### config.mk
export PLATFORM = sky130hd
export DESIGN_NAME = picc_tx_encoder
export DESIGN_NICKNAME = d
export VERILOG_FILES = /design/src/rtl/picc_tx_encoder.sv
export SDC_FILE = /design/constraint.sdc
export NUM_CORES = 1
export LEC_CHECK = 0
export ABC_AREA = 1
export CAP_MARGIN = 10
export CORE_UTILIZATION = 30
export DETAILED_ROUTE_END_ITERATION = 12
export SLEW_MARGIN = 20
export SYNTH_ARGS = -nofsm -noshare
export SYNTH_HDL_FRONTEND = slang
export SYNTH_SLANG_ARGS = --single-unit
### constraint.sdc
create_clock -name clk -period 5.82 [get_ports clk]
set_input_delay 0.873 -clock clk [delete_from_list [all_inputs] [get_ports clk]]
set_output_delay 0.873 -clock clk [all_outputs]
set_load 0.03 [all_outputs]
### src/rtl/picc_tx_encoder.sv
`default_nettype none
// ============================================================================
// Module   : picc_tx_encoder
// Purpose  : ISO/IEC 14443-A PICC response transmitter, 106 kbit/s.
//            Frames response bytes with SOF, LSB-first data, odd parity and
//            EOF. Each bit is Manchester coded and gated by the 847 kHz
//            subcarrier to drive the load-modulation switch.
// Ports    : clk        fc/4 clock (sole clock)
//            rst_n      asynchronous active-low reset
//            in_data    response byte, sent LSB first
//            in_valid   in_data / in_last valid
//            in_last    byte is the final byte of the frame
//            out_ready  byte accepted this cycle when in_valid is high
//            out_mod    registered load-modulation drive
//            out_busy   frame in progress (SOF through EOF)
//            out_done   one-cycle pulse after EOF completes
//            out_err    pulse with out_done when the frame ended on underrun
// Revision : 1.0  initial release
// ============================================================================
module picc_tx_encoder #(
   parameter int BIT_CLKS  = 32,
   parameter int SUBC_CLKS = 4
) (
   input  logic       clk,
   input  logic       rst_n,
   input  logic [7:0] in_data,
   input  logic       in_valid,
   input  logic       in_last,
   output logic       out_ready,
   output logic       out_mod,
   output logic       out_busy,
   output logic       out_done,
   output logic       out_err
);

   localparam int c_PHASE_W = (BIT_CLKS > 1) ? $clog2(BIT_CLKS) : 1;
   localparam logic [c_PHASE_W-1:0] c_PHASE_LAST = c_PHASE_W'(BIT_CLKS - 1);

   typedef enum logic [2:0] {
      ST_IDLE   = 3'd0,
      ST_SOF    = 3'd1,
      ST_DATA   = 3'd2,
      ST_PARITY = 3'd3,
      ST_EOF    = 3'd4
   } state_t;

   state_t                r_state,     w_state_n;
   logic [c_PHASE_W-1:0]  r_phase,     w_phase_n;
   logic [2:0]            r_bit_idx,   w_bit_idx_n;
   logic [7:0]            r_shift,     w_shift_n;
   logic                  r_par,       w_par_n;
   logic [7:0]            r_hold,      w_hold_n;
   logic                  r_hold_full, w_hold_full_n;
   logic                  r_hold_last, w_hold_last_n;
   logic                  r_last_seen, w_last_seen_n;
   logic                  r_err_flag,  w_err_flag_n;
   logic                  r_mod,       w_mod_n;
   logic                  r_done,      w_done_n;
   logic                  r_err,       w_err_n;

   logic w_accept;
   logic w_bit_end;
   logic w_send;
   logic w_bit;
   logic w_first_half;
   logic w_sc;

   assign out_ready = (r_state == ST_IDLE) ||
                      (((r_state == ST_DATA) || (r_state == ST_PARITY)) &&
                       !r_hold_full && !r_last_seen);
   assign w_accept  = in_valid && out_ready;
   assign w_bit_end = (r_phase == c_PHASE_LAST);

   assign out_mod  = r_mod;
   assign out_busy = (r_state != ST_IDLE);
   assign out_done = r_done;
   assign out_err  = r_err;

   // Next-state / datapath. The modulation output is derived from the
   // *next* state and phase so that the registered out_mod lines up with
   // the state register (first SOF sample visible the cycle after accept).
   always_comb begin
      w_state_n     = r_state;
      w_phase_n     = w_bit_end ? '0 : r_phase + 1'b1;
      w_bit_idx_n   = r_bit_idx;
      w_shift_n     = r_shift;
      w_par_n       = r_par;
      w_hold_n      = r_hold;
      w_hold_full_n = r_hold_full;
      w_hold_last_n = r_hold_last;
      w_last_seen_n = r_last_seen;
      w_err_flag_n  = r_err_flag;
      w_done_n      = 1'b0;
      w_err_n       = 1'b0;
      w_send        = 1'b0;
      w_bit         = 1'b0;
      w_first_half  = 1'b0;
      w_sc          = 1'b0;
      w_mod_n       = 1'b0;

      // Holding-register fill while the current byte is on the air.
      if (w_accept && ((r_state == ST_DATA) || (r_state == ST_PARITY))) begin
         w_hold_n      = in_data;
         w_hold_full_n = 1'b1;
         w_hold_last_n = in_last;
         w_last_seen_n = r_last_seen | in_last;
      end

      case (r_state)
         ST_IDLE: begin
            w_phase_n = '0;
            if (w_accept) begin
               w_shift_n     = in_data;
               w_par_n       = 1'b0;
               w_last_seen_n = in_last;
               w_err_flag_n  = 1'b0;
               w_hold_full_n = 1'b0;
               w_hold_last_n = 1'b0;
               w_bit_idx_n   = 3'd0;
               w_state_n     = ST_SOF;
            end
         end
         ST_SOF: begin
            if (w_bit_end) begin
               w_bit_idx_n = 3'd0;
               w_state_n   = ST_DATA;
            end
         end
         ST_DATA: begin
            if (w_bit_end) begin
               w_par_n   = r_par ^ r_shift[0];
               w_shift_n = {1'b0, r_shift[7:1]};
               if (r_bit_idx == 3'd7) begin
                  w_state_n = ST_PARITY;
               end else begin
                  w_bit_idx_n = r_bit_idx + 3'd1;
               end
            end
         end
         ST_PARITY: begin
            if (w_bit_end) begin
               // w_hold_full_n already includes a byte accepted on this
               // final parity cycle, so a late-but-legal byte goes straight on.
               if (w_hold_full_n) begin
                  w_shift_n     = w_hold_n;
                  w_last_seen_n = w_last_seen_n | w_hold_last_n;
                  w_hold_full_n = 1'b0;
                  w_hold_last_n = 1'b0;
                  w_par_n       = 1'b0;
                  w_bit_idx_n   = 3'd0;
                  w_state_n     = ST_DATA;
               end else if (w_last_seen_n) begin
                  w_state_n = ST_EOF;
               end else begin
                  w_err_flag_n = 1'b1;
                  w_state_n    = ST_EOF;
               end
            end
         end
         ST_EOF: begin
            if (w_bit_end) begin
               w_done_n      = 1'b1;
               w_err_n       = r_err_flag;
               w_err_flag_n  = 1'b0;
               w_last_seen_n = 1'b0;
               w_hold_full_n = 1'b0;
               w_hold_last_n = 1'b0;
               w_state_n     = ST_IDLE;
            end
         end
         default: begin
            w_state_n = ST_IDLE;
         end
      endcase

      // Manchester coding of the bit that will be on the air next cycle.
      case (w_state_n)
         ST_SOF: begin
            w_send = 1'b1;
            w_bit  = 1'b1;
         end
         ST_DATA: begin
            w_send = 1'b1;
            w_bit  = w_shift_n[0];
         end
         ST_PARITY: begin
            w_send = 1'b1;
            w_bit  = ~w_par_n;
         end
         default: begin
            w_send = 1'b0;
            w_bit  = 1'b0;
         end
      endcase

      w_first_half = (32'(w_phase_n) < 32'(BIT_CLKS / 2));
      w_sc         = ((32'(w_phase_n) % 32'(SUBC_CLKS)) < 32'(SUBC_CLKS / 2));
      w_mod_n      = w_send && w_sc && (w_bit ? w_first_half : !w_first_half);
   end

   always_ff @(posedge clk or negedge rst_n) begin
      if (!rst_n) begin
         r_state     <= ST_IDLE;
         r_phase     <= '0;
         r_bit_idx   <= 3'd0;
         r_shift     <= 8'd0;
         r_par       <= 1'b0;
         r_hold      <= 8'd0;
         r_hold_full <= 1'b0;
         r_hold_last <= 1'b0;
         r_last_seen <= 1'b0;
         r_err_flag  <= 1'b0;
         r_mod       <= 1'b0;
         r_done      <= 1'b0;
         r_err       <= 1'b0;
      end else begin
         r_state     <= w_state_n;
         r_phase     <= w_phase_n;
         r_bit_idx   <= w_bit_idx_n;
         r_shift     <= w_shift_n;
         r_par       <= w_par_n;
         r_hold      <= w_hold_n;
         r_hold_full <= w_hold_full_n;
         r_hold_last <= w_hold_last_n;
         r_last_seen <= w_last_seen_n;
         r_err_flag  <= w_err_flag_n;
         r_mod       <= w_mod_n;
         r_done      <= w_done_n;
         r_err       <= w_err_n;
      end
   end

endmodule
`default_nettype wire
=== After elaboration in Yosys (flattened, before gate mapping) ===
Cells that the tools add are included.

* Bits in registers: 35
* Input bits: 12

* $add $sub $neg: 2
* Order comparisons: 2
* Equal/unequal tests: 18
* Muxes and demuxes: 57
* Bitwise logic cells: 4
* Reductions and logical operators: 21

{| class="wikitable"
|+ Operators with widths
! operator !! count
|-
| $mux 8 || 5
|-
| $mux 3 || 13
|-
| $mux 1 || 28
|-
| $pmux 8 s3 || 1
|-
| $ne 2x2->1 const B || 8
|-
| $pmux 1 s3 || 5
|-
| $pmux 3 s5 || 1
|-
| $eq 3x2->1 const B || 4
|-
| $pmux 3 s4 || 1
|-
| $mux 5 || 2
|-
| $reduce_bool 3->1 || 3
|-
| $reduce_and 7->1 || 1
|-
| $eq 3x1->1 const B || 2
|-
| $eq 3x3->1 const B || 2
|-
| $logic_and 1x1->1 || 6
|-
| $reduce_and 6->1 || 1
|-
| $add 5x1->5 const B || 1
|-
| $eq 5x5->1 const B || 1
|-
| $lt 5x5->1 const B || 1
|-
| $reduce_and 5->1 || 1
|-
| $reduce_bool 4->1 || 1
|-
| $add 3x1->3 const B || 1
|-
| $logic_not 1->1 || 3
|-
| $logic_not 3->1 || 1
|-
| 9 further kinds || 11
|}

=== Longest topological paths before layout ===
Gate-level depths: netlist (run 1).

* Depth in word-level cells: 16
* Gate-level depth with buffers: 16

=== Worst setup path after synthesis (run 1) ===
Ideal clock, no wire load.

* Path kind: register -> output
* From: reg r_state[0]
* To: out out_ready
* Arrival: 1.321 ns
* Setup slack: 3.626 ns
* Cell stages (with the launch flop): 4
* Cell sequence: dfrtp_1 -> nor2_2 -> nand2_4 -> a21oi_1

* Word-level cells in the longest chain between the ends: 5

{| class="wikitable"
|+ RTL lines
! element !! RTL line !! text
|-
| from (decl) || 47 || <nowiki>state_t r_state, w_state_n;</nowiki>
|-
| from (signal assigned) || 217 || <nowiki>r_state <= w_state_n;</nowiki>
|-
| $eq 3x2->1 || 69 || <nowiki>(((r_state == ST_DATA) || (r_state == ST_PARITY)) &&</nowiki>
|-
| $logic_or 1x1->1 || 69 ||
|-
| $logic_and 1x1->1 || 69 ||
|-
| $logic_and 1x1->1 || 70 || <nowiki>!r_hold_full && !r_last_seen);</nowiki>
|-
| $logic_or 1x1->1 * || 68 || <nowiki>assign out_ready = (r_state == ST_IDLE) ||</nowiki>
|-
| to (decl) || 29 || <nowiki>output logic out_ready,</nowiki>
|}

Every way passes the cells marked *; elsewhere a longest branch is shown, timed or not.

=== Worst setup path after layout (run 1) ===
* From: reg r_state[1]
* To: out out_ready

The elaborated chain is that of the path after synthesis.

==> results of run 1 <==
[power groups by stage]
stage               clock network, mW  registers, mW  logic (mW)
detailed placement                  0          0.337       0.323
CTS                             0.175          0.333       0.324
global placement                    0          0.336       0.318
floorplan                           0          0.337       0.232
finish                          0.170          0.333       0.320
global route                    0.184          0.341       0.361
[worst max-delay path: cells and delay by family, from the launching register on]
family	cells	cell delay [ns]
buffers and inverters	3	0.90
AO/OA/AOI/OAI	2	0.35
flip-flops	1	0.47
[synthesized netlist by cell type, types with 2 or more instances]
cell | number | area, µm²
sky130_fd_sc_hd__inv_1 | 31 | 116
sky130_fd_sc_hd__a22o_1 | 2 | 17.5
sky130_fd_sc_hd__o21ai_0 | 5 | 25.0
sky130_fd_sc_hd__a22oi_1 | 2 | 15.0
sky130_fd_sc_hd__nand4_1 | 4 | 25.0
sky130_fd_sc_hd__ha_1 | 4 | 50.1
sky130_fd_sc_hd__dfrtp_1 | 35 | 876
sky130_fd_sc_hd__o22ai_1 | 2 | 12.5
sky130_fd_sc_hd__nand3_1 | 6 | 30.0
sky130_fd_sc_hd__nor3_1 | 3 | 15.0
sky130_fd_sc_hd__nor2_1 | 19 | 71.3
sky130_fd_sc_hd__nand2_2 | 4 | 25.0
sky130_fd_sc_hd__inv_2 | 3 | 11.3
sky130_fd_sc_hd__o2111ai_1 | 6 | 52.6
sky130_fd_sc_hd__nor2_4 | 2 | 22.5
sky130_fd_sc_hd__nand3_2 | 3 | 30.0
sky130_fd_sc_hd__nand2_4 | 2 | 22.5
sky130_fd_sc_hd__a21oi_1 | 10 | 50.1
sky130_fd_sc_hd__nand2_1 | 70 | 263
[state kept, by name, summed over array words and instances (netlist names)]
register     count
r_hold           8
r_shift          8
r_phase          5
r_bit_idx        3
r_state          3
out_done         1
out_err          1
out_mod          1
r_err_flag       1
r_hold_full      1
r_hold_last      1
r_last_seen      1
r_par            1
[logic make-up (layout without fill, tap and decap cells)]
group	after synthesis	after routing	synth area share, %
fa+ha+maj	4	4	2.68
mux	1	1	0.604
buf+inv	37	59	7.92
compound gates	30	30	11.1
xor+xnor	1	1	0.470
flops	35	35	47.0
simple gates	119	119	30.3
[through the flow]
step / power [mW] / utilization (%) / setup WS [ns] / hold slack (ns) / cells
final: 0.823 / 36.7 / 2.95 / 0.464 / 324
after detailed placement: 0.659 / 35.4 / 2.99 / 0.457 / 316
after global routing: 0.886 / 36.7 / 2.86 / 0.501 / 324
after floorplan: 0.569 / - / 3.63 / 0.433 / 227
after CTS: 0.831 / 36.7 / 2.95 / 0.467 / 324
after global placement: 0.654 / 35.4 / 3.08 / 0.456 / 316
[final timing paths]
kind / to / cells after the start
max in group asynchronous: r_bit_idx[1] / 2
max: out_ready / 5
min reg2reg: r_phase[0] / 1
min: r_phase[0] / 1
min in group asynchronous: r_phase[2] / 2
max reg2reg: r_shift[1] / 8
[routing by layer]
layer | GRT usage [%] | part of all wire [%] | wire length [µm]
met5 | 0 | 0 | 0
met4 | 5.89 | 2.1 | 80
met3 | 2.36 | 4.0 | 152
met2 | 20.7 | 44 | 1700
met1 | 17.9 | 50 | 1910
[layout make-up]
type / instances / area (µm²) / area share, %
inverters: 34 / 128 / 5.84
repair buffers: 17 / 168 / 7.67
clock inverters: 1 / 5.00 / 0.229
multi-input cells: 155 / 841 / 38.4
flip-flops and latches: 35 / 876 / 40.0
well taps: 75 / 93.8 / 4.29
clock buffers: 7 / 76.3 / 3.49
==> run summary, run 1 <==
FLOORPLANNING
------------------------------------------------------------------------
Initial cell density of the core ..........................        31.3%
Vert. Die Dim .............................................      80.8 µm
Std-Cell Rows .............................................           28
Floorplan Core Area .......................................     5960 µm²
Die area ..................................................     6530 µm²
Top-Level Pins ............................................           17
Width of the die ..........................................      80.8 µm

PWR
------------------------------------------------------------------------
Leakage power .............................................      1.05 nW
Peak VDD IR ...............................................     0.168 mV
Switching Share ...........................................        39.0%
Relative contribution of the clock network to total power .        20.6%
Total net switching power .................................     0.321 mW
Combinational cell fraction of total power ................        38.9%
Sequential power share ....................................        40.5%
Cell internal pwr .........................................     0.502 mW
Power Dens Cells ..........................................   376 nW/µm²

LAYOUT
------------------------------------------------------------------------
Count of inserted antenna diode cells .....................            0
Ratio of cells with drive above 1 in the final layout .....        11.2%
Most common cell after layout, fill and taps aside ........ sky130_fd_sc_hd__nand2_1
Filler Cells Inserted .....................................          613
Area Growth Syn to Fin ....................................        17.3%
Commonest cells after routing, fill and taps aside ........ sky130_fd_sc_hd__nand2_1, sky130_fd_sc_hd__dfrtp_1, sky130_fd_sc_hd__inv_1
Net count, final ..........................................          264
Finished layout cell area .................................     2190 µm²

WORST SETUP PATH
------------------------------------------------------------------------
Critical path start-end classification .................... flip-flop to primary output
Worst path max stage delay ................................      0.68 ns
Element type at the critical path start ...................    flip-flop
Most frequent cell on the critical path ................... sky130_fd_sc_hd__inv_1
Chain of cells forming the critical path .................. inv_1, a21oi_4, inv_1, a21oi_1, clkdlybuf4s50_1
Launch instance of the worst register-to-register path ....   r_state[2]
Reg2reg setup slack .......................................      3.54 ns
Required time at the worst-slack endpoint .................      4.95 ns
Worst setup startpoint ....................................   r_state[1]
Slowest CP cell ........................................... sky130_fd_sc_hd__clkdlybuf4s50_1
Largest fanout on the critical path .......................            6
Capturing element type of the critical path ............... primary output
Arrival time at the worst endpoint ........................      2.00 ns

GRT
------------------------------------------------------------------------
Number of global-route vias before repair .................         1424
Antenna violations before repair ..........................            0
First-pass GRT wire length ................................      6670 µm
Pin count of the biggest net entering global routing ......           36
Total grt overflow ........................................            0
Global routing usage summed across all routing layers .....        13.3%

ROUTE
------------------------------------------------------------------------
Routed length per placed instance .........................      11.9 µm
First-pass iteration count of the detailed router .........            4
Ratio of routed vias to standard cells ....................         4.60
Detailed-route wire length ................................      3850 µm
DR iter-0 viols ...........................................           98
Count of vias placed by the detailed router ...............         1490
Number of nets with antenna violations after routing ......            0
Remaining design rule violation count .....................            0

PLACE
------------------------------------------------------------------------
GP Congestion .............................................        0.771
IO buf count ..............................................           16
Half-perimeter wire length after placement ................      2790 µm
Placed cell areas .........................................     2110 µm²

STA
------------------------------------------------------------------------
Setup Viol. Count Final ...................................            0
Relative slew slack .......................................        62.1%
Final cycle utilization of the critical path ..............        49.3%
Hold Violations, Final ....................................            0
Setup repair after global routing missed its margin .......           no
Count of final max-slew check failures ....................            0
Setup skew after layout ...................................   0.00880 ns
Worst slew pin tran .......................................     0.566 ns
Highest clock rate ........................................    0.348 GHz
Final TNS setup ...........................................         0 ns
Minimum clock period ......................................      2.87 ns

LOGIC SYNTHESIS
------------------------------------------------------------------------
Number of synthesized flops with an enable pin ............            0
Syn avg cell area .........................................     8.21 µm²
Gate Count Post-Synth .....................................          227
YS warnings ...............................................            0
Post-synth cell types .....................................           33
Sequential-to-total area share from yosys stat ............        47.0%
Post-synthesis async set-or-reset flop share ..............         100%
Netlist Area Pre-Place ....................................     1860 µm²
Top flip-flop cell by instance count after synthesis ...... sky130_fd_sc_hd__dfrtp_1
Syn Nets ..................................................          243
Synth Register Bits .......................................           35

OUTCOME
------------------------------------------------------------------------
Run status ................................................    completed

MIN PATH
------------------------------------------------------------------------
Worst hold path type ...................................... flip-flop to flip-flop
Worst hold path startpoint ................................   r_phase[0]

CLOCKING
------------------------------------------------------------------------
CTS clock-pin slew for the worst setup and hold paths .....      0.07 ns
CTS tree ..................................................        built
Post-CTS repair timing setup buffer count .................            0
Bufs on Longest Clock Path ................................            2
Total clock sinks .........................................           35
Clock insertion delay at the later pin of the skew report .      0.29 ns
Number of buffers inserted by hold repair at cts ..........            0
Clock buffers created by TritonCTS ........................            5
Post-cts repair resize count ..............................            0
Clock tree root driver cell ............................... sky130_fd_sc_hd__clkbuf_8
CTS H-tree lvls ...........................................            2

JOB
------------------------------------------------------------------------
MaxCap Viol Count .........................................            0

Note: power is estimated with default switching activity, not from simulation.
==> run 2, diff against run 1 <==
- clock period: 5.82 -> 2.55 ns (I/O delays scaled with it)
==> run summary, run 2 (synthesized netlist as in run 1, its figures left out) <==
PWR
------------------------------------------------------------------------
Combinational cell fraction of total power ................        38.9%   about the same
Cell internal pwr .........................................      1.21 mW   +140%
Relative contribution of the clock network to total power .        22.3%   +1.7 points
Leakage power .............................................      1.08 nW   +2.8%
Total net switching power .................................     0.747 mW   +130%
Sequential power share ....................................        38.8%   -1.7 points
Power Dens Cells ..........................................   876 nW/µm²   +130%
Overall power of the completed layout .....................      1.96 mW   +140%
Peak VDD IR ...............................................     0.294 mV   +75%
Switching Share ...........................................        38.1%   -0.87 points

WORST SETUP PATH
------------------------------------------------------------------------
Capturing element type of the critical path ............... primary output
Required time at the worst-slack endpoint .................      2.17 ns   -2.78 ns
Slowest CP cell ........................................... sky130_fd_sc_hd__clkdlybuf4s50_1
Chain of cells forming the critical path .................. inv_1, a21oi_4, inv_1, a21oi_1, clkdlybuf4s50_1
Arrival time at the worst endpoint ........................      2.01 ns   about the same
Element type at the critical path start ...................    flip-flop
Most frequent cell on the critical path ................... sky130_fd_sc_hd__inv_1
Worst path max stage delay ................................      0.68 ns   about the same
Critical path start-end classification .................... flip-flop to primary output
Largest fanout on the critical path .......................            6   unchanged

CLOCKING
------------------------------------------------------------------------
Total clock sinks .........................................           35   unchanged
CTS H-tree lvls ...........................................            2   unchanged
Clock tree root driver cell ............................... sky130_fd_sc_hd__clkbuf_8
Number of buffers inserted by hold repair at cts ..........            0   unchanged
Clock buffers created by TritonCTS ........................            5   unchanged
Post-cts repair resize count ..............................            0   unchanged
Bufs on Longest Clock Path ................................            2   unchanged
CTS tree ..................................................        built
Clock insertion delay at the later pin of the skew report .      0.28 ns   about the same
Post-CTS repair timing setup buffer count .................            0   unchanged
CTS clock-pin slew for the worst setup and hold paths .....      0.07 ns   about the same

ROUTE
------------------------------------------------------------------------
DR iter-0 viols ...........................................           95   -3.1%
Ratio of routed vias to standard cells ....................         4.78   +4.0%
Remaining design rule violation count .....................            0   unchanged
Routed length per placed instance .........................      12.3 µm   +3.4%
First-pass iteration count of the detailed router .........            5   +1
Number of nets with antenna violations after routing ......            0   unchanged
Detailed-route wire length ................................      4030 µm   +4.7%
Count of vias placed by the detailed router ...............         1569   +5.3%

GRT
------------------------------------------------------------------------
Total grt overflow ........................................            0   unchanged
Number of global-route vias before repair .................         1475   +3.6%
First-pass GRT wire length ................................      6980 µm   +4.6%
Pin count of the biggest net entering global routing ......           36   unchanged
Antenna violations before repair ..........................            0   unchanged
Global routing usage summed across all routing layers .....        14.1%   +0.79 points

STA
------------------------------------------------------------------------
Final TNS setup ...........................................         0 ns   unchanged
Setup repair after global routing missed its margin .......           no
Worst hold slack across all endpoints .....................     0.468 ns   +0.00383 ns
Setup Viol. Count Final ...................................            0   unchanged
Highest clock rate ........................................    0.418 GHz
Relative slew slack .......................................        67.6%   +5.5 points
Setup skew after layout ...................................   0.00792 ns   -0.000882 ns
Count of final max-slew check failures ....................            0   unchanged
Worst slew pin tran .......................................     0.484 ns   -0.0815 ns
Minimum clock period ......................................      2.39 ns
Hold Violations, Final ....................................            0   unchanged
Final cycle utilization of the critical path ..............        93.9%

OUTCOME
------------------------------------------------------------------------
Run status ................................................    completed

PLACE
------------------------------------------------------------------------
GP Congestion .............................................        0.845   +9.6%
Half-perimeter wire length after placement ................      2920 µm   +4.6%
IO buf count ..............................................           16   unchanged
Placed insts ..............................................          320   +1.3%

LAYOUT
------------------------------------------------------------------------
Net count, final ..........................................          268   +1.5%
Ratio of cells with drive above 1 in the final layout .....        13.0%   +1.8 points
Final instance count without filler cells .................          328   +1.2%
Count of inserted antenna diode cells .....................            0   unchanged
Final cell utilization of the core ........................        37.5%   +0.82 points
Registers with the most flip-flops ........................ r_hold x8, r_shift x8, r_phase x5
Most common cell after layout, fill and taps aside ........ sky130_fd_sc_hd__nand2_1
Commonest cells after routing, fill and taps aside ........ sky130_fd_sc_hd__nand2_1, sky130_fd_sc_hd__dfrtp_1, sky130_fd_sc_hd__inv_1
Area Growth Syn to Fin ....................................        19.9%

FLOORPLANNING
------------------------------------------------------------------------
Initial cell density of the core ..........................        31.3%   unchanged
Top-Level Pins ............................................           17   unchanged
Std-Cell Rows .............................................           28   unchanged
Floorplan Core Area .......................................     5960 µm²   unchanged
Die area ..................................................     6530 µm²   unchanged
Width of the die ..........................................      80.8 µm   unchanged
Vert. Die Dim .............................................      80.8 µm   unchanged

JOB
------------------------------------------------------------------------
MaxCap Viol Count .........................................            0   unchanged

MIN PATH
------------------------------------------------------------------------
Worst hold path type ...................................... flip-flop to flip-flop

[run 2: cell count changes in the layout (fill, tap and decap cells not counted)]
cell,delta
sky130_fd_sc_hd__clkbuf_8,+2
sky130_fd_sc_hd__buf_4,+4
sky130_fd_sc_hd__clkinv_2,-1
sky130_fd_sc_hd__clkbuf_1,-1
[run 2: power groups by stage]
stage | Clock (mW) | Sequential (mW) | Combinational, mW
finish | 0.436 | 0.761 | 0.763
global route | 0.472 | 0.780 | 0.850
CTS | 0.447 | 0.761 | 0.757
detailed placement | 0 | 0.771 | 0.753
global placement | 0 | 0.767 | 0.747
floorplan | 0 | 0.769 | 0.530
[run 2: final cells by class]
type,count,area [µm²]
Fill cell,624,3720
Inverter,34,128
Clock buffer,8,100
Sequential cell,35,876
Tap cell,75,93.8
Multi-Input combinational cell,155,841
Timing Repair Buffer,21,198
[run 2: worst paths after layout]
path	cells after the start	end	start	slack, ns
max	5	out_ready	r_state[1]	0.16
min	1	r_phase[0]	r_phase[0]	0.47
max reg2reg	13	out_mod	r_state[0]	0.41
min reg2reg	1	r_phase[0]	r_phase[0]	0.47
max in group asynchronous	2	r_hold[0]	rst_n	1.70
min in group asynchronous	2	out_done	rst_n	0.51
[run 2: metal layers]
| layer | wire (µm) | up-vias | global-route usage, % |
|---|---|---|---|
| met5 | 0 | - | 0 |
| met4 | 70 | 0 | 5.89 |
| met3 | 159 | 7 | 2.36 |
| met2 | 1850 | 46 | 21.3 |
| met1 | 1950 | 734 | 19.8 |
| li1 | - | 782 | - |
[run 2: through the flow]
step	setup slack [ns]	instance area, µm²
detailed placement	0.408	2140
CTS	0.164	2240
finish	0.155	2240
global route	0.0852	2240
global placement	0.461	2140
floorplan	0.666	1860
[run 2: worst max-delay path: cells and delay by family, from the launching register on]
| kind | cells | cell delay [ns] |
|---|---|---|
| buffers and inverters | 3 | 0.90 |
| DFF | 1 | 0.48 |
| AOI/OAI and AO/OA | 2 | 0.35 |
==> run 3, diff against run 2 <==
- CAP_MARGIN: 10 -> 20
- CORE_ASPECT_RATIO: default -> 1.25
==> run summary, run 3 (synthesized netlist as in run 1, its figures left out) <==
CLOCKING
------------------------------------------------------------------------
Total clock sinks .........................................           35   unchanged
CTS clock-pin slew for the worst setup and hold paths .....      0.08 ns   about the same
Bufs on Longest Clock Path ................................            2   unchanged
CTS tree ..................................................        built
Number of buffers inserted by hold repair at cts ..........            0   unchanged
Post-cts repair resize count ..............................            0   unchanged
Clock tree root driver cell ............................... sky130_fd_sc_hd__clkbuf_8
Clock insertion delay at the later pin of the skew report .      0.29 ns   about the same
Clock buffers created by TritonCTS ........................            5   unchanged
Post-CTS repair timing setup buffer count .................            0   unchanged
CTS H-tree lvls ...........................................            2   unchanged

LAYOUT
------------------------------------------------------------------------
Count of inserted antenna diode cells .....................            0   unchanged
Most common cell after layout, fill and taps aside ........ sky130_fd_sc_hd__nand2_1
Net count, final ..........................................          268   unchanged
Registers with the most flip-flops ........................ r_hold x8, r_shift x8, r_phase x5
Area Growth Syn to Fin ....................................        21.1%
Commonest cells after routing, fill and taps aside ........ sky130_fd_sc_hd__nand2_1, sky130_fd_sc_hd__dfrtp_1, sky130_fd_sc_hd__inv_1
Ratio of cells with drive above 1 in the final layout .....        13.4%   +0.40 points
Finished layout cell area .................................     2260 µm²   +0.95%

GRT
------------------------------------------------------------------------
Total grt overflow ........................................            0   unchanged
Global routing usage summed across all routing layers .....        13.7%   -0.35 points
First-pass GRT wire length ................................      6980 µm   unchanged
Number of global-route vias before repair .................         1475   unchanged
Antenna violations before repair ..........................            0   unchanged
Pin count of the biggest net entering global routing ......           36   unchanged

WORST SETUP PATH
------------------------------------------------------------------------
Crit path max-delay family ................................ buffers and inverters
Largest fanout on the critical path .......................            6   unchanged
Reg2reg setup slack .......................................      0.41 ns   about the same
Capturing element type of the critical path ............... primary output
Worst path max stage delay ................................      0.68 ns   about the same
Critical path start-end classification .................... flip-flop to primary output
Chain of cells forming the critical path .................. inv_1, a21oi_4, inv_1, a21oi_1, clkdlybuf4s50_1
Required time at the worst-slack endpoint .................      2.17 ns   about the same
Buffers and inverters on the worst path ...................            3   unchanged
Arrival time at the worst endpoint ........................      1.96 ns   -0.05 ns
Endpoint of the most critical register-to-register path ...      out_mod
Launch instance of the worst register-to-register path ....   r_state[0]
Most frequent cell on the critical path ................... sky130_fd_sc_hd__inv_1
Register-to-Register Path Depth ...........................           14   +1
Slowest CP cell ........................................... sky130_fd_sc_hd__clkdlybuf4s50_1
Element type at the critical path start ...................    flip-flop

FLOORPLANNING
------------------------------------------------------------------------
Floorplan Core Area .......................................     5900 µm²   -1.0%
Initial cell density of the core ..........................        31.6%   +0.32 points
Std-Cell Rows .............................................           31   +11%
Top-Level Pins ............................................           17   unchanged
Die area ..................................................     6540 µm²   about the same
Width of the die ..........................................      72.5 µm   -10%
Vert. Die Dim .............................................      90.1 µm   +12%

STA
------------------------------------------------------------------------
Final cycle utilization of the critical path ..............        91.8%   -2.1 points
Count of final max-slew check failures ....................            0   unchanged
Setup repair after global routing missed its margin .......           no
Minimum clock period ......................................      2.34 ns   -0.0546 ns
Hold Violations, Final ....................................            0   unchanged
Highest clock rate ........................................    0.427 GHz   +2.3%
Worst slew pin tran .......................................     0.447 ns   -0.0374 ns
Setup skew after layout ...................................   0.00543 ns   -0.00248 ns
Final TNS setup ...........................................         0 ns   unchanged
Relative slew slack .......................................        70.2%   +2.6 points
Setup WS post-layout ......................................     0.210 ns   +0.0546 ns
Setup Viol. Count Final ...................................            0   unchanged

MIN PATH
------------------------------------------------------------------------
Worst hold path type ...................................... flip-flop to flip-flop
Worst hold path startpoint ................................   r_phase[0]
Cells on Worst Hold Path ..................................            1   unchanged
Endpoint of the worst hold path ...........................   r_phase[0]

ROUTE
------------------------------------------------------------------------
DR iter-0 viols ...........................................           74   -22%
Count of vias placed by the detailed router ...............         1518   -3.3%
Routed length per placed instance .........................      12.0 µm   -2.4%
First-pass iteration count of the detailed router .........            4   -1
Number of nets with antenna violations after routing ......            0   unchanged
Detailed-route wire length ................................      4010 µm   -0.35%
Remaining design rule violation count .....................            0   unchanged
Ratio of routed vias to standard cells ....................         4.53   -5.3%

PWR
------------------------------------------------------------------------
Power Dens Cells ..........................................   890 nW/µm²   +1.6%
Cell internal pwr .........................................      1.26 mW   +3.6%
Relative contribution of the clock network to total power .        25.0%   +2.7 points
Peak VDD IR ...............................................     0.259 mV   -12%
Switching Share ...........................................        37.5%   -0.66 points
Leakage power .............................................      1.09 nW   +0.61%
Sequential power share ....................................        37.9%   -0.9 points
Combinational cell fraction of total power ................        37.1%   -1.8 points
Total net switching power .................................     0.753 mW   +0.76%

OUTCOME
------------------------------------------------------------------------
Run status ................................................    completed

PLACE
------------------------------------------------------------------------
GP Congestion .............................................        0.831   -1.6%
Half-perimeter wire length after placement ................      2970 µm   +2.0%
Minimum setup slack after placement .......................     0.392 ns   -0.0158 ns
Placed cell areas .........................................     2140 µm²   +0.41%
IO buf count ..............................................           16   unchanged

JOB
------------------------------------------------------------------------
MaxCap Viol Count .........................................            0   unchanged

## run 3: routing by layer
| metal | part of all wire [%] | global-route usage [%] | vias up |
|---|---|---|---|
| li1 | - | - | 786 |
| met1 | 44 | 16.6 | 697 |
| met2 | 51 | 23.9 | 30 |
| met3 | 3.4 | 3.14 | 5 |
| met4 | 1.2 | 3.92 | 0 |
| met5 | 0 | 0 | - |
## run 3: power by group through the flow
stage | registers [mW] | logic (mW) | clock network (mW)
5_1_grt | 0.778 | 0.847 | 0.548
2_1_floorplan | 0.769 | 0.530 | 0
4_1_cts | 0.762 | 0.759 | 0.515
3_3_place_gp | 0.770 | 0.747 | 0
6_report | 0.761 | 0.745 | 0.503
3_5_place_dp | 0.770 | 0.756 | 0
## run 3: layout make-up
type                            count  area, µm²
Clock buffer                        5       68.8
Fill cell                         622       3640
Sequential cell                    35        876
Tap cell                           82        103
Clock inverter                      3       43.8
Inverter                           34        128
Timing Repair Buffer               21        198
Multi-Input combinational cell    155        841
## run 3: how the worst max path moves through the flow
stage                           from         to  slack (ns)  cells past startpoint
after floorplan           r_phase[0]    out_mod        0.67                     14
after global placement      in_valid    out_mod        0.46                     12
after detailed placement    in_valid    out_mod        0.39                     12
after CTS                 r_state[1]  out_ready        0.20                      5
after global routing      r_state[1]  out_ready        0.09                      5
final                     r_state[1]  out_ready        0.21                      5
## run 3: metrics by stage
stage	hold slack (ns)	cells	utilization (%)	total power, mW
after global routing	0.489	335	38.3	2.17
after global placement	0.447	327	36.4	1.52
after CTS	0.468	335	38.3	2.04
after floorplan	0.0869	227	-	1.30
after detailed placement	0.457	327	36.4	1.53
final	0.467	335	38.3	2.01
## run 3: worst register-to-register path, stage by stage (launching register included)
cell and delay [ns]:
sky130_fd_sc_hd__dfrtp_1 0.48, sky130_fd_sc_hd__nor2_2 0.23, sky130_fd_sc_hd__nand2_4 0.13, sky130_fd_sc_hd__nand2_4 0.10
sky130_fd_sc_hd__nand3_4 0.11, sky130_fd_sc_hd__nor2_4 0.28, sky130_fd_sc_hd__nor2_1 0.10, sky130_fd_sc_hd__nand2_1 0.09
sky130_fd_sc_hd__nand2_1 0.11, sky130_fd_sc_hd__nand2_1 0.12, sky130_fd_sc_hd__nand2_1 0.06, sky130_fd_sc_hd__nand2_1 0.05
sky130_fd_sc_hd__nand3_1 0.06, sky130_fd_sc_hd__nand2_1 0.07, sky130_fd_sc_hd__nor2_1 0.03
